`config.mk`:
```
export PLATFORM = sky130hd
export DESIGN_NAME = wbuffer_ctrl
export DESIGN_NICKNAME = d
export VERILOG_FILES = /design/src/rtl/wbuffer_pkg.sv /design/src/rtl/wbuffer_ctrl.sv
export SDC_FILE = /design/constraint.sdc
export NUM_CORES = 1
export LEC_CHECK = 0
export CAP_MARGIN = 20
export CORE_ASPECT_RATIO = 0.8
export CORE_UTILIZATION = 65
export DETAILED_ROUTE_END_ITERATION = 7
export PLACE_DENSITY = 0.95
export SYNTH_ARGS = -nofsm -noshare
export SYNTH_HDL_FRONTEND = slang
export SYNTH_SLANG_ARGS = --single-unit
```
`constraint.sdc`:
```
create_clock -name clk -period 9.5 [get_ports clk]
set_input_delay 1.425 -clock clk [delete_from_list [all_inputs] [get_ports clk]]
set_output_delay 1.425 -clock clk [all_outputs]
set_load 0.005 [all_outputs]
```
`src/rtl/wbuffer_pkg.sv`:
```
// wbuffer_pkg -- shared definitions for the window-buffer read controller.
//
// Contents:
//   MODE_*   : window buffer operation codes driven on wbuffer_ctrl.mode
//   SRC_*    : read source codes driven on wbuffer_ctrl.rd_src
//   state_t  : controller FSM state encoding
package wbuffer_pkg;

    localparam logic [2:0] MODE_IDLE  = 3'b000;
    localparam logic [2:0] MODE_W1    = 3'b001;
    localparam logic [2:0] MODE_W2    = 3'b010;
    localparam logic [2:0] MODE_W3    = 3'b011;
    localparam logic [2:0] MODE_W4    = 3'b100;
    localparam logic [2:0] MODE_SHIFT = 3'b101;

    // Top row of a window lives in SRAM, bottom row in SDRAM.
    localparam logic SRC_SRAM  = 1'b0;
    localparam logic SRC_SDRAM = 1'b1;

    typedef enum logic [2:0] {
        IDLE  = 3'd0,
        LD1   = 3'd1,
        LD2   = 3'd2,
        LD3   = 3'd3,
        LD4   = 3'd4,
        EMIT  = 3'd5,
        SHIFT = 3'd6,
        DONE  = 3'd7
    } state_t;

endpackage

```
`src/rtl/wbuffer_ctrl.sv`:
```
// wbuffer_ctrl -- walks a 2x2 window over an IMG_W x IMG_H image in raster
// order, issuing the pixel reads that fill an external window buffer.
// The first window of each row loads all four pixels; every following window
// shifts the buffer left and reloads only the right column.
//
// Optional feature: define WBCTRL_STATS_EN to add the win_count output, a
// saturating count of accepted windows cleared on reset and on start.
//
// Ports:
//   clk, nrst          clock (rising edge), asynchronous active-low reset
//   start              begin one frame; ignored while busy
//   rd_req/rd_src/rd_addr  read request, source (0 SRAM, 1 SDRAM), address
//   rd_ack             read data valid this cycle
//   enable_CU, mode    window buffer strobe and operation code
//   win_valid/win_ready    window handshake
//   busy, done         traversal in progress, end-of-frame pulse
//   dbg_state          current FSM state (state_t encoding)
//   win_count          accepted window count (WBCTRL_STATS_EN only)
//
// Handshakes: a read is outstanding while rd_req=1 and completes on the cycle
// rd_ack=1; rd_src/rd_addr hold until then. A window is offered while
// win_valid=1 and is accepted on the cycle win_ready=1; win_valid holds until
// then.
module wbuffer_ctrl
    import wbuffer_pkg::*;
#(
    parameter int IMG_W  = 4,
    parameter int IMG_H  = 3,
    parameter int ADDR_W = 16
) (
    input  logic              clk,
    input  logic              nrst,
    input  logic              start,
    output logic              rd_req,
    output logic              rd_src,
    output logic [ADDR_W-1:0] rd_addr,
    input  logic              rd_ack,
    output logic              enable_CU,
    output logic [2:0]        mode,
    output logic              win_valid,
    input  logic              win_ready,
    output logic              busy,
    output logic              done,
    output logic [2:0]        dbg_state
`ifdef WBCTRL_STATS_EN
    ,
    output logic [15:0]       win_count
`endif
);

    localparam logic [ADDR_W-1:0] ONE      = ADDR_W'(1);
    localparam logic [ADDR_W-1:0] ROW_STEP = ADDR_W'(IMG_W);
    localparam logic [ADDR_W-1:0] LAST_COL = ADDR_W'(IMG_W - 2);
    localparam logic [ADDR_W-1:0] LAST_ROW = ADDR_W'(IMG_H - 2);

    state_t            state;
    logic [ADDR_W-1:0] row;
    logic [ADDR_W-1:0] col;
    logic [ADDR_W-1:0] row_base;   // row * IMG_W, kept incrementally
    logic              in_load;

    assign in_load   = (state == LD1) || (state == LD2) ||
                       (state == LD3) || (state == LD4);
    assign dbg_state = state;

    // The buffer captures read data on the same edge as rd_ack, so the strobe
    // follows rd_ack combinationally while a load state is active.
    assign enable_CU = (in_load && rd_ack) || (state == SHIFT);

    always_comb begin
        mode = MODE_IDLE;
        case (state)
            LD1:     mode = MODE_W1;
            LD2:     mode = MODE_W2;
            LD3:     mode = MODE_W3;
            LD4:     mode = MODE_W4;
            SHIFT:   mode = MODE_SHIFT;
            default: mode = MODE_IDLE;
        endcase
    end

    always_ff @(posedge clk or negedge nrst) begin
        if (!nrst) begin
            state     <= IDLE;
            row       <= '0;
            col       <= '0;
            row_base  <= '0;
            rd_req    <= 1'b0;
            rd_src    <= SRC_SRAM;
            rd_addr   <= '0;
            win_valid <= 1'b0;
            busy      <= 1'b0;
            done      <= 1'b0;
        end else begin
            case (state)
                IDLE: begin
                    if (start) begin
                        state    <= LD1;
                        row      <= '0;
                        col      <= '0;
                        row_base <= '0;
                        busy     <= 1'b1;
                        rd_req   <= 1'b1;
                        rd_src   <= SRC_SRAM;
                        rd_addr  <= '0;
                    end
                end
                LD1: begin
                    if (rd_ack) begin
                        state   <= LD2;
                        rd_addr <= rd_addr + ONE;
                    end
                end
                LD2: begin
                    if (rd_ack) begin
                        rd_src <= SRC_SDRAM;
                        // col is 0 only on the first window of a row, which
                        // needs the full bottom row; after a shift only the
                        // bottom-right pixel is new.
                        if (col == '0) begin
                            state   <= LD3;
                            rd_addr <= row_base + ROW_STEP + col;
                        end else begin
                            state   <= LD4;
                            rd_addr <= row_base + ROW_STEP + col + ONE;
                        end
                    end
                end
                LD3: begin
                    if (rd_ack) begin
                        state   <= LD4;
                        rd_addr <= rd_addr + ONE;
                    end
                end
                LD4: begin
                    if (rd_ack) begin
                        state     <= EMIT;
                        rd_req    <= 1'b0;
                        win_valid <= 1'b1;
                    end
                end
                EMIT: begin
                    if (win_ready) begin
                        win_valid <= 1'b0;
                        if (col < LAST_COL) begin
                            state <= SHIFT;
                            col   <= col + ONE;
                        end else if (row < LAST_ROW) begin
                            state    <= LD1;
                            row      <= row + ONE;
                            col      <= '0;
                            row_base <= row_base + ROW_STEP;
                            rd_req   <= 1'b1;
                            rd_src   <= SRC_SRAM;
                            rd_addr  <= row_base + ROW_STEP;
                        end else begin
                            state <= DONE;
                            done  <= 1'b1;
                        end
                    end
                end
                SHIFT: begin
                    // col already points at the new window's left column.
                    state   <= LD2;
                    rd_req  <= 1'b1;
                    rd_src  <= SRC_SRAM;
                    rd_addr <= row_base + col + ONE;
                end
                DONE: begin
                    state <= IDLE;
                    done  <= 1'b0;
                    busy  <= 1'b0;
                end
                default: state <= IDLE;
            endcase
        end
    end

`ifdef WBCTRL_STATS_EN
    always_ff @(posedge clk or negedge nrst) begin
        if (!nrst) begin
            win_count <= '0;
        end else if ((state == IDLE) && start) begin
            win_count <= '0;
        end else if ((state == EMIT) && win_ready && (win_count != 16'hFFFF)) begin
            win_count <= win_count + 16'd1;
        end
    end
`endif

endmodule

```
==> run_results.csv, run 1 <==
group,metric,value,unit
run_status,status,"finished, final reports clean",
placement,port_buffers,32,
synth,yosys_warnings,0,
worst_setup_path,cp_common_cell,"clkdlybuf4s50_1",
floorplan,design.core.area,8560,µm²
worst_setup_path,required,8.08,ns
worst_setup_path,path_delay_family,"buffers and inverters",
placement,dpl.cell_count,832,
worst_hold_path,hold_depth,2,
worst_setup_path,crit_type,"input pin to output pin",
timing,slew_headroom,0.302,
clock_network,clk_latency,0.38,ns
synth,synth_ff_type,"dfrtp_1",
clock_network,clock_sinks,70,
global_route,grt_start_max_net_pins,71,
clock_network,holdBufCountCts,0,
pwr,power,1.11,mW
route,drcViolationCount,0,
synth,synth_edf_count,0,
layout,fill_cells,623,
pwr,power.density,174,nW/µm²
clock_network,cts_buffers,9,
layout,area_growth,9.92,%
pwr,power.leakage,2.86,nW
layout,multi_input_area,3840,µm²
timing,worstMarginPinSlew,1.04,ns
global_route,grt.overflow.total,0,
layout,drive_gt1_frac,0.0543,
timing,hold_viol_final,0,
floorplan,initial_core_util,0.675,
global_route,antenna_found_initial,0,
worst_setup_path,cp-start-kind,"input pin",
synth,mappedNetlistArea,5780,µm²
route,ant_nets,0,
timing,fmax,228,MHz
synth,syn_inst,713,
floorplan,fp.dieArea,9270,µm²
worst_setup_path,rrSetupSlack,5.47,ns
worst_setup_path,max_stage_delay,0.59,ns
worst_hold_path,min_from,"done",
layout,diodes,0,
synth,synthArstFlopShare,1.00,
timing,min_period,4.39,ns
run,max-cap-violations,0,
worst_hold_path,min_to,"done",
floorplan,die_w,107,µm
global_route,first_global_vias,5300,
clock_network,cts.clk_slew.worst_paths,0.09,ns
clock_network,ctsResizeCount,0,
worst_setup_path,worst-path-max-fanout,7,
route,viasPerCell,6.93,
route,wl_per_cell,19.8,µm
layout,final_common_cell,"nand2_1",
global_route,grt_pass1_wl,27.2,mm
worst_setup_path,rr_startpoint,"dbg_state[2]",
clock_network,clockBufferDepth,2,
worst_setup_path,cpMaxStageDelayCell,"clkdlybuf4s50_1",
worst_setup_path,reg2reg_depth,8,
synth,avgSynthCellArea,8.10,µm²
placement,gp_congestion,0.954,
placement,hpwl,12.3,mm
floorplan,num_io_pins,33,
pwr,irDropWorstVdd,0.226,mV
synth,synth_nets,757,
layout,nets,775,
clock_network,cts_tree,"done",
timing,slew_violations,0,
route,routed_wl,16.8,mm
route,num_vias,5877,
route,drt_iter0_drc,845,
synth,synth_seq_cells,70,
worst_setup_path,endpoint_kind,"output pin",
placement,placed_cell_area,6140,µm²
global_route,grt_usage,0.383,
clock_network,post_cts_buffers,0,
timing,finalCritPeriodShare,0.462,
floorplan,die_y,86.3,µm
timing,fin_skew,0.0106,ns
layout,seq_area,1750,µm²
synth,synth_seq_area_share,0.303,
layout,stdcell_area,6350,µm²
floorplan,rows,30,
worst_setup_path,cp.buffers_inverters,3,
timing,finalSetupTns,0,ns
timing,rsz0062_at_grt,"false",
clock_network,h-tree-depth,3,
worst_hold_path,hold_path_class,"register to register",
clock_network,clock-root-buffer,"clkbuf_8",
route,dr.pass1.iters,5,
layout,fin_cells,848,
worst_setup_path,path_cells,"clkdlybuf4s50_1 > inv_1 > nor2_1 > o221a_2 > clkdlybuf4s50_1",
synth,synth_cell_types,75,
timing,setup_violations,0,
worst_setup_path,arrival,2.97,ns
worst_setup_path,r2r_end,"rd_addr[13]",
layout,mostFrequentLayoutCells,"nand2_1, nor2_1, dfrtp_1",
## logic make-up (layout without fill, tap and decap cells)
| logic type | Yosys count | count (layout) | synth area share |
|---|---|---|---|
| xor+xnor | 54 | 54 | 0.0819 |
| flops | 70 | 70 | 0.303 |
| buf+inv | 49 | 72 | 0.0331 |
| simple gates | 295 | 295 | 0.251 |
| fa+ha+maj | 39 | 39 | 0.0845 |
| compound gates | 205 | 205 | 0.245 |
| mux | 1 | 1 | 0.00173 |
## routing by layer
metal | share of wire | track usage | up-vias
li1 | - | - | 2661
met1 | 0.42 | 0.535 | 2775
met2 | 0.44 | 0.587 | 401
met3 | 0.12 | 0.0887 | 40
met4 | 0.020 | 0.131 | 0
met5 | 0 | 0 | -
## cell type report
| cell class | instances | share of cell area |
|---|---|---|
| multi-input combinational | 594 | 0.605 |
| clock inverter | 5 | 0.0102 |
| clock buffer | 11 | 0.0223 |
| inverter | 22 | 0.0130 |
| tap | 112 | 0.0221 |
| sequential | 70 | 0.276 |
| timing repair buffer | 34 | 0.0520 |
## cell usage after synthesis (4+ instances only)
| cell type | number | area, µm² |
|---|---|---|
| nand2_1 | 78 | 293 |
| nor2_1 | 76 | 285 |
| dfrtp_1 | 70 | 1750 |
| a21oi_1 | 42 | 210 |
| ha_1 | 39 | 488 |
| o21ai_0 | 38 | 190 |
| nand3_1 | 32 | 160 |
| xnor2_1 | 29 | 254 |
| xor2_1 | 25 | 219 |
| nor3_1 | 22 | 110 |
| clkbuf_1 | 21 | 78.8 |
| inv_1 | 21 | 78.8 |
| a31oi_1 | 14 | 87.6 |
| and3_1 | 14 | 87.6 |
| nand4_1 | 14 | 87.6 |
| a21o_1 | 11 | 82.6 |
| nor4_1 | 10 | 62.6 |
| o21ai_1 | 10 | 50.1 |
| and2_1 | 9 | 56.3 |
| o211ai_1 | 9 | 67.6 |
| o221ai_1 | 8 | 70.1 |
| nand2b_1 | 7 | 43.8 |
| a22o_1 | 6 | 52.6 |
| a41oi_1 | 6 | 52.6 |
| nor2b_1 | 6 | 37.5 |
| a211oi_1 | 5 | 37.5 |
| a22oi_1 | 5 | 37.5 |
| o22ai_1 | 5 | 31.3 |
| o31ai_1 | 5 | 37.5 |
| or2_2 | 5 | 31.3 |
| or3_1 | 5 | 31.3 |
| a222oi_1 | 4 | 40.0 |
## report_power, final
group	switching, mW	internal [mW]
clock network	0.129	0.131
registers	0.0771	0.329
logic	0.274	0.167
total	0.480	0.627
## worst max path at each step
stage,startpoint,endpoint,slack [ns],depth (start not counted)
floorplan,rd_ack,enable_CU,6.29,3
global placement,rd_ack,enable_CU,5.19,5
detailed placement,rd_ack,enable_CU,5.13,5
CTS,rd_ack,enable_CU,5.13,5
global route,rd_ack,enable_CU,5.06,5
finish,rd_ack,enable_CU,5.11,5
## worst register-to-register path, stage by stage (launching register included)
cell and delay [ns]:
dfrtp_1 0.85, nand2_1 0.25, nor2_1 0.85, o21ai_1 0.44
nand2b_1 0.75, or3_1 0.42, nand2_1 0.12, a22oi_1 0.17
o21ai_1 0.08
## per-stage QoR
| stage | worst slack (ns) | utilization | hold slack (ns) |
|---|---|---|---|
| 5_1_grt | 5.06 | 0.742 | 0.539 |
| 3_3_place_gp | 5.19 | 0.718 | 0.486 |
| 3_5_place_dp | 5.13 | 0.718 | 0.491 |
| 2_1_floorplan | 6.29 | - | 0.463 |
| 6_report | 5.11 | 0.742 | 0.510 |
| 4_1_cts | 5.13 | 0.742 | 0.514 |
## flip-flops by register name, indices dropped and copies added, names as in the netlist
signal,cells
rd_src,1
busy,1
row_base,14
rd_addr,16
rd_req,1
done,1
win_valid,1
dbg_state,3
row,16
col,16
Note: power is estimated with default switching activity, not from simulation.
==> inputs of run 2 (changes only) <==
- CORE_UTILIZATION: 65 -> 61
- PLACE_DENSITY: 0.95 -> 0.91
- clock period: 9.5 -> 4.4 ns (I/O delays scaled with it)
==> run_results.csv, run 2 (synthesis results as in run 1) <==
group,metric,value,unit
floorplan,design.core.area,9110,µm²
pwr,seqPwrFrac,0.332,
route,num_vias,5924,
global_route,grt_pass1_wl,28.1,mm
route,viasPerCell,6.93,
clock_network,cts.clk_slew.worst_paths,0.06,ns
pwr,power.leakage,2.92,nW
floorplan,fp.dieArea,9870,µm²
layout,fill_cells,683,
layout,area_growth,12.2,%
worst_setup_path,path_cells,"ha_1 > nand2_1 > or2_2 > xnor2_1 > ha_1 > a21o_1 > or3_1 > o211ai_1 > nor2_1 > and4_4 > xnor2_1 > nand2_1 > a31oi_1",
global_route,grt.overflow.total,0,
clock_network,clock_sinks,70,
layout,nets,779,
clock_network,clockBufferDepth,2,
floorplan,rows,31,
pwr,power.switching,1.06,mW
placement,hpwl,12.9,mm
pwr,pwr-share-clk,0.287,
clock_network,clock-root-buffer,"clkbuf_16",
layout,diodes,0,
route,wl_per_cell,20.4,µm
clock_network,ctsResizeCount,0,
global_route,antenna_found_initial,0,
clock_network,holdBufCountCts,0,
clock_network,h-tree-depth,3,
timing,worstMarginPinSlew,0.945,ns
timing,rsz0062_at_grt,"false",
worst_hold_path,hold_path_class,"input pin to async pin",
global_route,grt_usage,0.368,
run_status,status,"finished, final reports clean",
pwr,irDropWorstVdd,0.589,mV
pwr,intPower,1.57,mW
worst_setup_path,endpoint_kind,"register",
route,routed_wl,17.5,mm
floorplan,die_w,111,µm
layout,mostFrequentLayoutCells,"nand2_1, nor2_1, dfrtp_1",
placement,port_buffers,32,
run,max-cap-violations,0,
timing,slew_headroom,0.368,
timing,finalCritPeriodShare,0.832,
global_route,first_global_vias,5393,
floorplan,die_y,89.0,µm
pwr,comb_power_share,0.380,
worst_setup_path,max_stage_delay,0.52,ns
worst_setup_path,rr_startpoint,"row_base[2]",
layout,final_common_cell,"nand2_1",
clock_network,cts_tree,"done",
pwr,switching_share,0.403,
worst_setup_path,required,4.66,ns
timing,finalSetupTns,0,ns
timing,slew_violations,0,
global_route,grt_start_max_net_pins,38,
clock_network,cts_buffers,9,
layout,drive_gt1_frac,0.0581,
timing,fin_skew,0.00756,ns
layout,reg.largest.list,"col (16), rd_addr (16), row (16)",
worst_setup_path,cpMaxStageDelayCell,"dfrtp_1",
worst_setup_path,crit_start,"row_base[2]",
timing,setup_violations,0,
worst_setup_path,cp-start-kind,"register",
route,ant_nets,0,
route,drt_iter0_drc,808,
route,dr.pass1.iters,6,
worst_setup_path,worst-path-max-fanout,10,
floorplan,initial_core_util,0.634,
layout,final_util,0.711,
clock_network,clk_latency,0.34,ns
worst_setup_path,arrival,3.92,ns
pwr,power.density,405,nW/µm²
timing,fmax,273,MHz
route,drcViolationCount,0,
placement,gp_congestion,1.05,
worst_setup_path,crit_type,"register to register",
floorplan,num_io_pins,33,
clock_network,post_cts_buffers,0,
timing,min_period,3.66,ns
timing,hold_viol_final,0,
==> run 2: power groups by stage <==
stage          clock network, mW  registers, mW  logic [mW]
3_5_place_dp                   0          0.877       0.960
2_1_floorplan                  0          0.799       0.660
4_1_cts                    0.753          0.865       0.968
6_report                   0.754          0.872       0.998
3_3_place_gp                   0          0.870       0.931
5_1_grt                    0.775          0.890        1.07
==> run 2: worst max-delay path: cells and delay by family (launching register included) <==
| kind | cells | cell delay (ns) |
|---|---|---|
| adders and majority gates | 2 | 0.65 |
| DFF | 1 | 0.52 |
| xor gates and xnor gates | 2 | 0.64 |
| AOI/OAI and AO/OA | 3 | 0.61 |
| and+or+nand+nor | 6 | 1.16 |
==> run 2: layer usage <==
metal | part of all wire | GRT usage | routed length, µm
met4 | 0.029 | 0.148 | 498
met3 | 0.13 | 0.0929 | 2290
met2 | 0.42 | 0.554 | 7390
met1 | 0.42 | 0.511 | 7270
met5 | 0 | 0 | 0
==> run 2: worst paths after layout <==
kind                          endpoint  slack, ns  cells past startpoint
setup / recovery           rd_addr[11]       0.74                     13
hold / removal                  row[5]       0.39                      1
setup reg to reg           rd_addr[11]       0.74                     13
hold reg to reg                   done       0.51                      2
max in group asynchronous  row_base[8]       3.01                      2
min in group clk                  done       0.51                      2
==> run 2: metrics by stage <==
stage / power, mW / hold slack (ns) / std cells / worst slack [ns] / area [µm²]
after global placement: 1.80 / 0.483 / 839 / 0.981 / 6180
final: 2.62 / 0.393 / 855 / 0.740 / 6480
after detailed placement: 1.84 / 0.493 / 839 / 0.878 / 6180
after global routing: 2.74 / 0.459 / 855 / 0.498 / 6480
after floorplan: 1.46 / 0.364 / 713 / 1.34 / 5780
after CTS: 2.59 / 0.415 / 855 / 0.845 / 6480
==> run 2: cell type report <==
cell class | instances | area (µm²) | area share
Clock buffer | 13 | 260 | 0.0402
Clock inverter | 3 | 42.5 | 0.00656
Inverter | 22 | 82.6 | 0.0127
Multi-Input combinational cell | 594 | 3840 | 0.592
Sequential cell | 70 | 1750 | 0.270
Tap cell | 115 | 144 | 0.0222
Timing Repair Buffer | 38 | 360 | 0.0556
==> inputs of run 3 (changes only) <==
- CORE_UTILIZATION: 61 -> 55
- PLACE_DENSITY: 0.91 -> 0.87
- clock period: 4.4 -> 3.2 ns (I/O delays scaled with it)
==> run_results.csv, run 3 (synthesis results as in run 1) <==
group,metric,value,unit
clock_network,cts_buffers,9,
floorplan,design.core.area,10200,µm²
clock_network,h-tree-depth,3,
run_status,status,"finished, violations left",
worst_setup_path,path_cells,"buf_4 > nand3_1 > xnor2_2 > ha_1 > o21a_1 > a21oi_2 > o21ai_2 > a21o_1 > xor2_2 > buf_4 > nor4_1 > nor3_2 > o21ai_1",
timing,finalWorstSetupSlack,-0.482,ns
global_route,met2_usage,0.510,
worst_setup_path,required,3.46,ns
route,routed_wl,20.8,mm
global_route,grt_util_met1,0.478,
floorplan,initial_core_util,0.564,
layout,fin_cells,927,
worst_setup_path,reg2reg_depth,13,
floorplan,rows,33,
worst_hold_path,hold_path_class,"input pin to async pin",
pwr,power.leakage,3.28,nW
worst_setup_path,rrSetupSlack,-0.48,ns
timing,worstMarginPinSlew,0.652,ns
route,drcViolationCount,35,
pwr,power.density,545,nW/µm²
route,viasPerCell,7.02,
worst_setup_path,arrival,3.94,ns
worst_setup_path,cp.buffers_inverters,2,
worst_setup_path,cpMaxStageDelayCell,"xnor2_2",
floorplan,die_w,117,µm
global_route,grt.overflow.total,0,
floorplan,num_io_pins,33,
run_status,violations,"design-rule violations, negative setup slack",
worst_setup_path,path_delay_family,"compound AO/OA/AOI/OAI gates",
clock_network,clock_sinks,70,
layout,final_common_cell,"nand2_1",
worst_setup_path,endpoint_kind,"register",
layout,diodes,0,
worst_setup_path,r2r_end,"rd_addr[12]",
floorplan,die_y,93.7,µm
layout,stdcell_area,7200,µm²
clock_network,cts_tree,"done",
global_route,grt_util_met3,0.0748,
timing,slew_headroom,0.561,
timing,fin_skew,0.00950,ns
global_route,grt_pass1_wl,29.1,mm
worst_setup_path,cp_common_cell,"buf_4",
placement,port_buffers,32,
timing,finalSetupTns,-2.73,ns
global_route,antenna_found_initial,0,
global_route,first_global_vias,5636,
worst_setup_path,rr_startpoint,"row_base[2]",
route,ant_nets,0,
clock_network,clock-root-buffer,"clkbuf_16",
placement,placed_cell_area,6470,µm²
route,num_vias,6510,
layout,area_growth,24.7,%
clock_network,clk_latency,0.34,ns
worst_setup_path,worst-path-max-fanout,4,
route,wl_per_cell,22.4,µm
global_route,grt_usage,0.348,
floorplan,fp.dieArea,10900,µm²
worst_setup_path,crit_type,"register to register",
placement,gp_congestion,0.975,
route,dr.pass1.iters,8,
layout,mostFrequentLayoutCells,"nand2_1, nor2_1, dfrtp_1",
global_route,grt_start_max_net_pins,34,
worst_setup_path,max_stage_delay,0.49,ns
run,max-cap-violations,0,
placement,dpl.cell_count,899,
pwr,irDropWorstVdd,0.280,mV
global_route,grt.busiest_layer,"met2",
timing,min_period,3.68,ns
layout,drive_gt1_frac,0.164,
timing,hold_viol_final,0,
timing,fmax,272,MHz
timing,finalCritPeriodShare,1.15,
worst_setup_path,cp-start-kind,"register",
timing,slew_violations,0,
timing,rsz0062_at_grt,"true",
layout,nets,826,
route,drt_iter0_drc,1171,
clock_network,cts.clk_slew.worst_paths,0.07,ns
placement,hpwl,13.1,mm
clock_network,clockBufferDepth,2,
timing,setup_violations,10,
layout,reg.largest.list,"col (16), rd_addr (16), row (16)",
## run 3: cell types whose count changed in the layout (fill, tap and decap cells not counted), moves of 3 or more
cell | previous run | this run
ha_4 | 0 | 5
a21oi_1 | 42 | 39
ha_1 | 39 | 32
xor2_2 | 0 | 3
xnor2_1 | 29 | 21
o21ai_2 | 0 | 3
xor2_1 | 25 | 22
nor3_1 | 21 | 17
xnor2_2 | 0 | 8
buf_4 | 6 | 53
## run 3: per-stage QoR
step	hold WS (ns)	utilization	power, mW	setup slack [ns]
after floorplan	0.184	-	2.01	0.143
after global placement	0.425	0.632	2.56	0.0120
after detailed placement	0.433	0.632	2.60	-0.0873
after CTS	0.0829	0.673	3.80	0.00283
after global routing	0.0870	0.703	4.07	-0.529
final	0.0690	0.703	3.92	-0.482
## run 3: worst max-delay path by stage
stage / from / cells past startpoint / to
after floorplan: row_base[2] / 13 / rd_addr[15]
after global placement: row_base[3] / 14 / rd_addr[14]
after detailed placement: row_base[5] / 13 / rd_addr[15]
after CTS: row_base[3] / 14 / rd_addr[14]
after global routing: row_base[2] / 13 / rd_addr[12]
final: row_base[2] / 13 / rd_addr[12]
## run 3: power breakdown
| group | internal (mW) | switching (mW) | leakage (nW) |
|---|---|---|---|
| sequential | 0.981 | 0.178 | 0.951 |
| clock | 0.767 | 0.437 | 0.170 |
| combinational | 0.620 | 0.941 | 2.16 |
| total | 2.37 | 1.56 | 3.28 |
## run 3: repair_timing
action,4_1_cts,5_1_grt
gates resized for setup,9,41
setup buffers,3,9
pin swaps,5,23
endpoints found under the setup margin,5,8
hold buffers,0,0
gates cloned,0,0
## run 3: layer usage
| layer | routed length (µm) | up-vias | part of all wire |
|---|---|---|---|
| met5 | 0 | - | 0 |
| met3 | 2810 | 155 | 0.14 |
| met1 | 7780 | 3037 | 0.37 |
| met2 | 8870 | 548 | 0.43 |
| met4 | 1340 | 0 | 0.064 |
| li1 | - | 2770 | - |
## run 3: worst register-to-register path, stage by stage, from the launching register on
cell and delay [ns]:
dfrtp_1 0.46, buf_4 0.17, nand3_1 0.27, xnor2_2 0.49, ha_1 0.36, o21a_1 0.13, a21oi_2 0.29, o21ai_2 0.14
a21o_1 0.24, xor2_2 0.20, buf_4 0.17, nor4_1 0.45, nor3_2 0.10, o21ai_1 0.13
## run 3: cell type report
| cell class | instances | area (µm²) |
|---|---|---|
| inverters | 22 | 82.6 |
| well taps | 140 | 175 |
| flip-flops and latches | 70 | 1750 |
| clock inverters | 7 | 121 |
| clock buffers | 9 | 225 |
| fillers | 710 | 3040 |
| repair buffers | 85 | 713 |
| multi-input cells | 594 | 4130 |
